<file path="src/rtl/cmp_pkg.sv">
// rtl/cmp_pkg.sv - shared types and merge rule for the comparator reduction tree
// A node result is an (eq, lt) pair describing a-vs-b over the bits it covers.
package cmp_pkg;

  localparam int CMP_WIDTH = 32;

  typedef struct packed {
    logic eq;
    logic lt;
  } cmp_res_t;

  // Leaf result for one bit position of a and b.
  function automatic cmp_res_t cmp_leaf(input logic a, input logic b);
    cmp_res_t r;
    r.eq = ~(a ^ b);
    r.lt = ~a & b;
    return r;
  endfunction

  // The more-significant half decides unless it is equal, then the lower half does.
  function automatic cmp_res_t cmp_merge(input cmp_res_t hi, input cmp_res_t lo);
    cmp_res_t r;
    r.eq = hi.eq & lo.eq;
    r.lt = hi.lt | (hi.eq & lo.lt);
    return r;
  endfunction

endpackage

</file>
<file path="src/rtl/cmp_tree_node.sv">
// rtl/cmp_tree_node.sv - one reduction level: merges N (hi, lo) pairs into N results
// Purely combinational; the top chains log2(WIDTH) of these.
module cmp_tree_node
  import cmp_pkg::*;
#(
  parameter int N = 1
) (
  input  cmp_res_t [N-1:0] hi_i,
  input  cmp_res_t [N-1:0] lo_i,
  output cmp_res_t [N-1:0] res_o
);

  for (genvar j = 0; j < N; j++) begin : g_merge
    assign res_o[j] = cmp_merge(hi_i[j], lo_i[j]);
  end

endmodule

</file>
<file path="src/rtl/comparator_tree32.sv">
// rtl/comparator_tree32.sv - registered EQ / signed LT / unsigned LT of op1 vs op2
// Bit-level leaves reduced by a log2(WIDTH)-deep tree; only the outputs are registered.
module comparator_tree32
  import cmp_pkg::*;
#(
  parameter int WIDTH = CMP_WIDTH
) (
  input  logic             clk,
  input  logic             reset_n,
  input  logic [WIDTH-1:0] op1,
  input  logic [WIDTH-1:0] op2,
  output logic             EQ,
  output logic             LT,
  output logic             LTu
);

  // WIDTH must be a power of two and at least 2 so every level pairs up evenly.
  localparam int DEPTH = $clog2(WIDTH);

  cmp_res_t [WIDTH-1:0] leaf;

  for (genvar i = 0; i < WIDTH; i++) begin : g_leaf
    assign leaf[i] = cmp_leaf(op1[i], op2[i]);
  end

  for (genvar l = 0; l < DEPTH; l++) begin : g_lvl
    localparam int N = WIDTH >> (l + 1);
    cmp_res_t [N-1:0] hi;
    cmp_res_t [N-1:0] lo;
    cmp_res_t [N-1:0] res;

    for (genvar j = 0; j < N; j++) begin : g_pair
      if (l == 0) begin : g_from_leaf
        assign hi[j] = leaf[2*j+1];
        assign lo[j] = leaf[2*j];
      end else begin : g_from_prev
        assign hi[j] = g_lvl[l-1].res[2*j+1];
        assign lo[j] = g_lvl[l-1].res[2*j];
      end
    end

    cmp_tree_node #(
      .N (N)
    ) u_node (
      .hi_i  (hi),
      .lo_i  (lo),
      .res_o (res)
    );
  end

  cmp_res_t root;
  logic     lt_s;

  assign root = g_lvl[DEPTH-1].res[0];

  // With differing sign bits the negative operand (MSB set) is the smaller one.
  assign lt_s = (op1[WIDTH-1] ^ op2[WIDTH-1]) ? op1[WIDTH-1] : root.lt;

  logic eq_d,  eq_q;
  logic lt_d,  lt_q;
  logic ltu_d, ltu_q;

  assign eq_d  = root.eq;
  assign lt_d  = lt_s;
  assign ltu_d = root.lt;

  always_ff @(posedge clk) begin
    if (!reset_n) begin
      eq_q  <= 1'b0;
      lt_q  <= 1'b0;
      ltu_q <= 1'b0;
    end else begin
      eq_q  <= eq_d;
      lt_q  <= lt_d;
      ltu_q <= ltu_d;
    end
  end

  assign EQ  = eq_q;
  assign LT  = lt_q;
  assign LTu = ltu_q;

endmodule

</file>
<file path="config.mk">
export PLATFORM = sky130hd
export DESIGN_NAME = comparator_tree32
export DESIGN_NICKNAME = d
export VERILOG_FILES = /design/src/rtl/cmp_pkg.sv /design/src/rtl/cmp_tree_node.sv /design/src/rtl/comparator_tree32.sv
export SDC_FILE = /design/constraint.sdc
export NUM_CORES = 1
export LEC_CHECK = 0
export BUFFER_PORTS_ARGS = -buffer_cell sky130_fd_sc_hd__buf_2
export CAP_MARGIN = 20
export CORE_MARGIN = 10
export CORE_UTILIZATION = 40
export DETAILED_ROUTE_END_ITERATION = 8
export PLACE_DENSITY = 0.78
export SLEW_MARGIN = 10
export SYNTH_ARGS = -nofsm -noshare
export SYNTH_HDL_FRONTEND = slang
export SYNTH_SLANG_ARGS = --single-unit
</file>
<file path="constraint.sdc">
create_clock -name clk -period 2.1 [get_ports clk]
set_input_delay 0.105 -clock clk [delete_from_list [all_inputs] [get_ports clk]]
set_output_delay 0.105 -clock clk [all_outputs]
set_load 0.005 [all_outputs]
</file>
==> flow_results.org, run 1 <==
** Finish
- Commonest non-fill, non-tap cell in the layout :: buf_2
- Number of filler cells placed in the layout :: 220
- The count of cells in the finished layout, fillers not included, comes to 223.
- The top cell types in the final layout, fill and taps aside, are buf_2, inv_1, ha_1, a21oi_1, nand2_1.
- Share of layout cells above drive strength 1 :: 0.385
- In the final design database the tool counted ~300 nets.
- The finished cells cover about 0.0013 mm².
- In the final layout, the multi-input gates occupy ~730 µm².
- Total area of sequential cells :: approximately 60 µm²
- Number of antenna repair diodes :: 0
- From synthesis to final layout, the design area changed by 43.9%.

** Synth
- Of the post-synthesis cell area, the dominant cell type holds 0.437.
- Xor/xnor cell area share of the yosys netlist :: 0
- Multiplexer area fraction after synthesis :: 0
- The share of the Yosys chip area taken by registers is 0.0656.
- Synthesis produced 123 cells.
- Library cell with the largest summed area after synthesis :: ha_1
- The netlist uses 26 different library cells.
- Number of warnings reported in the yosys synthesis log :: 0
- Netlist Area Pre-Place :: approximately 920 µm²
- After synthesis, the cell types taking the most area are ha_1, inv_1, a21oi_1.
- Syn_area_per_cell :: between 7 and 8 µm²
- Synthesis produced a netlist with a net count of roughly 220.
- The compound-gate portion of the synthesized area came to 0.197.
- By area, the combinational part of the netlist is dominated by adder cells.
- Synth Area in Simple Gates :: 0.165
- Synthesis inferred 3 register bits.
- Adder-cell area share of the yosys netlist :: 0.437

** Run
- Max-cap viol count :: 0

** Clock tree
- The longest clock path from root to sink contains 2 buffers.
- Number of buffers inserted during clock tree synthesis :: 3
- For this design, the CTS-stage hold fixing added 0 buffers.
- TritonCTS built the clock tree.
- After clock tree synthesis, the setup repair step added 0 buffers.
- After clock tree synthesis, the clock-pin slew on the worst setup and hold paths is roughly 40 ps.
- CTS placed an instance of clkbuf_4 at the clock tree root.
- The clock drives 3 sinks.
- Maximum level of the CTS H-tree :: 1
- Number of instances resized during post-cts repair :: 0

** Die
- Measured along the x axis, the die boundary spans 67.9 µm.
- Measured along the y axis, the die boundary spans between 60 and 70 µm.
- The core region is approximately 0.0022 mm².
- In this run the count of I/O pins placed on the die edge is ~70.
- In this run the core area contains 17 standard-cell rows.
- The die covers around 0.0046 mm².
- Effective utilization at floorplan :: 0.418

** Pwr
- In this run the power density over the cells is approximately 290 mW/mm².
- Worst vdd rail ir drop :: 0.000219 V
- For this design the total switching power over the nets is 135 µW.
- Summed over all cells, the static leakage comes to between 0.0008 and 0.0009 µW.
- The share of total power dissipated in combinational logic is 0.565.
- Switching share of total power :: 0.354
- The internal portion of the total power is approximately 250 µW.
- Total power after layout :: approximately 380 µW
- Portion of total power attributed to the clock network :: 0.273
- Register share of total power :: 0.162

** Timing
- Post-layout min period :: approximately 1400 ps
- Fin crit share :: 0.676
- Based on the critical path, the design can be clocked at up to a little over 700 MHz.
- Setup violations remaining at the end of the flow were counted as 0.
- Worst-Margin Slew :: 364 ps
- Final worst-path setup slack :: about 700 ps
- The number of hold violations in the final report is 0.
- Total negative slack for setup checks :: 0 ps
- Max-slew violation count :: 0
- The worst pin sits at a relative slew slack of 0.755.
- Unrepaired setup endpoints after global routing :: false

** Setup path
- Worst endpoint required time :: 2270 ps
- Kind of start point of the critical path :: input port
- Type of destination of the critical path :: flop
- Arr. time, crit path :: 1590 ps
- Of all nets on the critical path, the largest fanout is 4.
- Class of the most critical setup path :: in -> reg

** Place
- Setup slack after placement :: 439 ps
- Global placer's final weighted congestion :: between 0.8 and 0.9
- The placed instances occupy a cell area of roughly 0.0013 mm².
- Summed over all nets, the half-perimeter wirelength after detailed placement is between 2000 and 3000 µm.
- IO buf count :: about 70
- Cell count after placement :: approximately 220

** Routing
- Aggregate routed wire length :: ~2800 µm
- In this run, the number of DRC markers left after iteration 0 of detailed routing was 16.
- In the final routed layout, each cell accounts on average for between 10 and 15 µm.
- In the routed design, unresolved DRC markers number 0.
- Vias per cell :: around 4.9
- ANT nets after route :: 0
- The pre-antenna-repair detailed-routing pass consisted of 3 iterations.
- The detailed router placed 1,091 vias in this run.

** GRT
- Residual overflow from global routing :: 0
- First-pass GRT wire length :: around 4300 µm
- Entering global routing, the biggest net connects 5 pins.
- The number of global-route vias before repair came to between 1,000 and 1,500.
- Across every metal layer, demand over resource in global routing totals 0.116.
- Initial antenna violation count :: 0

** Outcome
- Result of the run :: complete, no violations

** Min path
- The path class of the tightest hold or removal check is in -> reg.
worst paths after layout:
| check | start | to | slack (ps) | depth (start not counted) |
|---|---|---|---|---|
| max | op1[31] | LT$_SDFF_PN0_ | 680 | 8 |
| min | reset_n | LTu$_SDFF_PN0_ | 150 | 2 |
power groups by stage:
stage | sequential [µW] | clock (µW) | combinational (µW)
finish | 61.7 | 104 | 215
global route | 61.8 | 119 | 247
CTS | 61.8 | 107 | 219
detailed placement | 62.6 | 0 | 217
global placement | 62.4 | 0 | 204
floorplan | 63.2 | 0 | 123
critical path, stage by stage:
cell	delay [ps]
buf_2	90
inv_1	40
ha_1	320
nand4_1	130
or4b_4	580
nor2_2	120
a2bb2oi_1	90
a21oi_2	130
state kept, by name (all words and copies together), names as in the netlist:
register,cells
EQ,1
LTu,1
LT,1
through the flow:
stage / hold slack, ps / utilization
final: 146 / 0.601
after global routing: 143 / 0.601
after CTS: 151 / 0.601
after detailed placement: 403 / 0.589
after global placement: 392 / 0.589
after floorplan: 258 / -
layer usage:
layer  track usage  vias up  routed length [µm]
met3        0.0636        2                 360
li1              -      569                   -
met5             0        -                   0
met2         0.241       42                1510
met4        0.0226        0                   6
met1        0.0902      478                 924
cells in the mapped netlist:
cell	count
a211o_1	1
a211oi_1	1
a21boi_1	1
a21o_1	1
a21oi_1	15
a21oi_2	1
a221o_1	1
a221oi_1	1
a2bb2oi_1	1
and4_1	1
dfxtp_1	3
ha_1	32
inv_1	33
nand2_1	9
nand3_1	3
nand3b_1	1
nand4_1	4
nand4_4	1
nor2_1	2
nor2_2	1
nor2b_1	1
nor4_1	1
o21a_1	1
o21ai_0	5
o21ai_1	1
or4b_4	1
cells by family after synthesis:
family	count (synthesis)
flip-flops	3
adder cells (fa/ha/maj)	32
AND/OR/NAND/NOR	25
AO/OA/AOI/OAI	30
buffers and inverters	33
final cells by class:
type	count	share of cell area
clock buffers	4	0.0199
inverters	33	0.0940
multi-input cells	87	0.556
flip-flops and latches	3	0.0456
well taps	28	0.0266
repair buffers	68	0.258
(Power assumes the default switching activity.)
==> run 2: changes to the inputs <==
clock period = 1.4 ns   (was 2.1 ns; I/O delays follow)
==> run 2 against run 1 <==
Global-route usage increased by 0.33 points; critical endpoint is now LTu$_SDFF_PN0_; first-iteration DRC count increased by 44%; sequential share of layout area decreased by 0.41 points; flip-flop and latch count unchanged; total power increased by 61%; worst hold slack got worse by 20 ps; final cell count increased by 2.2%.
==> flow_results.org, run 2 (same netlist as run 1, synthesis figures left out) <==
** Place
- The cell count after placement came to 224 (+2.3%).
- The HPWL after detailed placement is 2650 µm (-1.0%).
- IO buf count :: 68 (unchanged)
- The instance area at placement came to 0.00133 mm² (+2.9%).
- The final estimated routing congestion in global placement came to 0.757 (-8.7%).

** Setup path
- CP top delay family :: simple AND/OR/NAND/NOR gates
- The worst setup path is launched from an input port.
- The critical path in this run is classified as in -> reg.
- Worst endpoint required time :: 1560 ps (-710 ps)
- The buffers plus inverters on the worst setup path is 2 (unchanged).
- Arr. time, crit path :: 1530 ps (-60 ps)
- Critical path peak fanout :: 3 (-1)
- STA classifies the critical path endpoint as a flop.
- On the critical path, the stage with the largest delay is an instance of or4b_4.
- The longest individual stage delay on the worst path came to 600 ps (+20 ps).
- Walking the worst path, the cells encountered are buf_2 > inv_1 > ha_4 > nand4_1 > or4b_4 > a2bb2oi_2 > a21boi_1.

** Routing
- Aggregate routed wire length :: 2870 µm (+2.3%)
- The number of optimization iterations in the first detailed-route pass is 4 (+1).
- Avg WL per Cell :: 12.6 µm (about the same)
- The number of nets still failing antenna checks after routing is 0 (unchanged).
- The routed length on met1 is 1040 µm (+12%).
- Drt first-iter violations :: 23 (+7)
- The detailed-route DRC error count came to 0 (unchanged).
- The highest layer touched by signal routing is met4.
- Vias per cell :: 4.79 (-2.1%)
- Number of vias in the routed layout :: 1,092 (+0.092%)
- The total length of routed met2 wires was 1480 µm (-1.9%).
- Length of routed met3 wiring :: 318 µm (-12%)

** Timing
- The worst path needs around 1400 ps of the cycle, external delays included.
- The count of endpoints failing setup in the final report was 0 (unchanged).
- The worst slew margin relative to its limit was 0.791 (+0.0362).
- Max-slew violation count :: 0 (unchanged)
- Worst-Margin Slew :: 313 ps (-51.0 ps)
- Fin crit share :: 0.975
- The number of hold violations in the final report is 0 (unchanged).
- For this run, the top clock speed supported by timing is 732 MHz.

** GRT
- The pin count of the biggest net entering global routing was 4 (-1).
- The total global-route track usage is 0.119 (+0.00333).
- The remaining global-route overflow came to 0 (unchanged).
- The number of global-route vias before repair is 1,187 (+1.6%).
- First-pass GRT wire length :: 4410 µm (+3.2%)
- Initial antenna violation count :: 0 (unchanged)

** Finish
- Total area of sequential cells :: 60.1 µm² (unchanged)
- Leading cell types in the layout, fill and taps excluded :: buf_2, inv_1, ha_1, a21oi_1, nand2_1
- Nets :: 299 (+1.7%)
- The final cell count without fillers is 228 (+2.2%).
- The proportion of layout cells with a drive suffix above 1 is 0.455 (+0.0704).
- The library cell used most frequently in the layout, excluding fill and tap cells, is buf_2.
- Area growth, synth to finish :: 58.1%
- The finished layout cell area was 0.00145 mm² (+9.9%).
- Number of antenna repair diodes :: 0 (unchanged)
- Number of filler cells placed in the layout :: 213 (-3.2%)
- Area occupied by multi-input gates :: 825 µm² (+13%)

** Min path
- The tightest min-delay check is of the in -> reg type.

** Clock tree
- Number of buffers inserted during clock tree synthesis :: 3 (unchanged)
- The number of buffers added to fix hold violations after cts came to 0 (unchanged).
- Clock transition at the registers of the reported paths :: 40 ps (about the same)
- CTS root buf :: clkbuf_4
- CTS tree :: yes
- The largest buffer count on any clock path is 2 (unchanged).
- The total number of clock tree sinks came to 3 (unchanged).
- Maximum level of the CTS H-tree :: 1 (unchanged)

** Run
- Max-cap viol count :: 0 (unchanged)

** Pwr
- The combinational cell fraction of total power is 0.594 (+0.029).
- Power density over the cells :: 423 mW/mm² (+46%)
- The leakage power was 0.000859 µW (+2.5%).
- Worst vdd rail ir drop :: 0.000242 V (+11%)
- Portion of total power attributed to the clock network :: 0.256 (-0.017)
- Register share of total power :: 0.150 (-0.012)
- The fraction of power spent switching nets was 0.355 (+0.000858).
- The cell-internal power came to 395 µW (+60%).
- The switching power is 217 µW (+61%).

** Die
- Die area :: 0.00460 mm² (unchanged)
- The y dimension of the die was 67.9 µm (unchanged).
- The placeable core region is 0.00219 mm² (unchanged).
- The effective utilization at floorplan was 0.418 (unchanged).
- Placement Rows :: 17 (unchanged)
- Count of boundary I/O pins :: 69 (unchanged)
- Die outline width :: 67.9 µm (unchanged)

** Outcome
- Result of the run :: complete, no violations
-- run 2: cell count changes in the layout (fill, tap and decap cells not counted), sizes merged --
cell / before / now
buf: 68 / 73
-- run 2: area by class of cell --
class	count	share of cell area
Tap cell	28	0.0242
Sequential cell	3	0.0415
Multi-Input combinational cell	87	0.570
Inverter	33	0.0856
Timing Repair Buffer	73	0.261
Clock buffer	4	0.0182
-- run 2: power by group through the flow --
stage          combinational, µW  clock (µW)  sequential (µW)
3_3_place_gp                 320           0             93.6
6_report                     363         157             92.0
4_1_cts                      340         161             92.0
3_5_place_dp                 338           0             93.3
2_1_floorplan                184           0             94.7
5_1_grt                      421         164             92.5
-- run 2: repair_timing --
action,in CTS,in global routing
setup buffers,0,0
hold endpoints to repair,0,0
endpoints found under the setup margin,0,2
gates resized for setup,0,12
-- run 2: final timing paths --
path | cells past startpoint | endpoint | startpoint | slack (ps)
setup / recovery | 7 | LTu$_SDFF_PN0_ | op1[25] | 30
hold / removal | 2 | LTu$_SDFF_PN0_ | reset_n | 130
-- run 2: routing by layer --
metal  track usage  up-vias
met1         0.107      463
met3        0.0587        4
li1              -      580
met5             0        -
met2         0.228       45
met4        0.0377        0
-- run 2: per-stage QoR --
stage,total power (µW),setup WS [ps],TNS (ps),hold slack [ps],util
after floorplan,279,0.0827,0,223,-
after global placement,414,-155,-307,353,0.607
after detailed placement,432,-169,-321,354,0.607
after CTS,594,73.6,0,109,0.619
after global routing,677,-19.1,-19.1,130,0.661
final,612,34.7,0,126,0.661
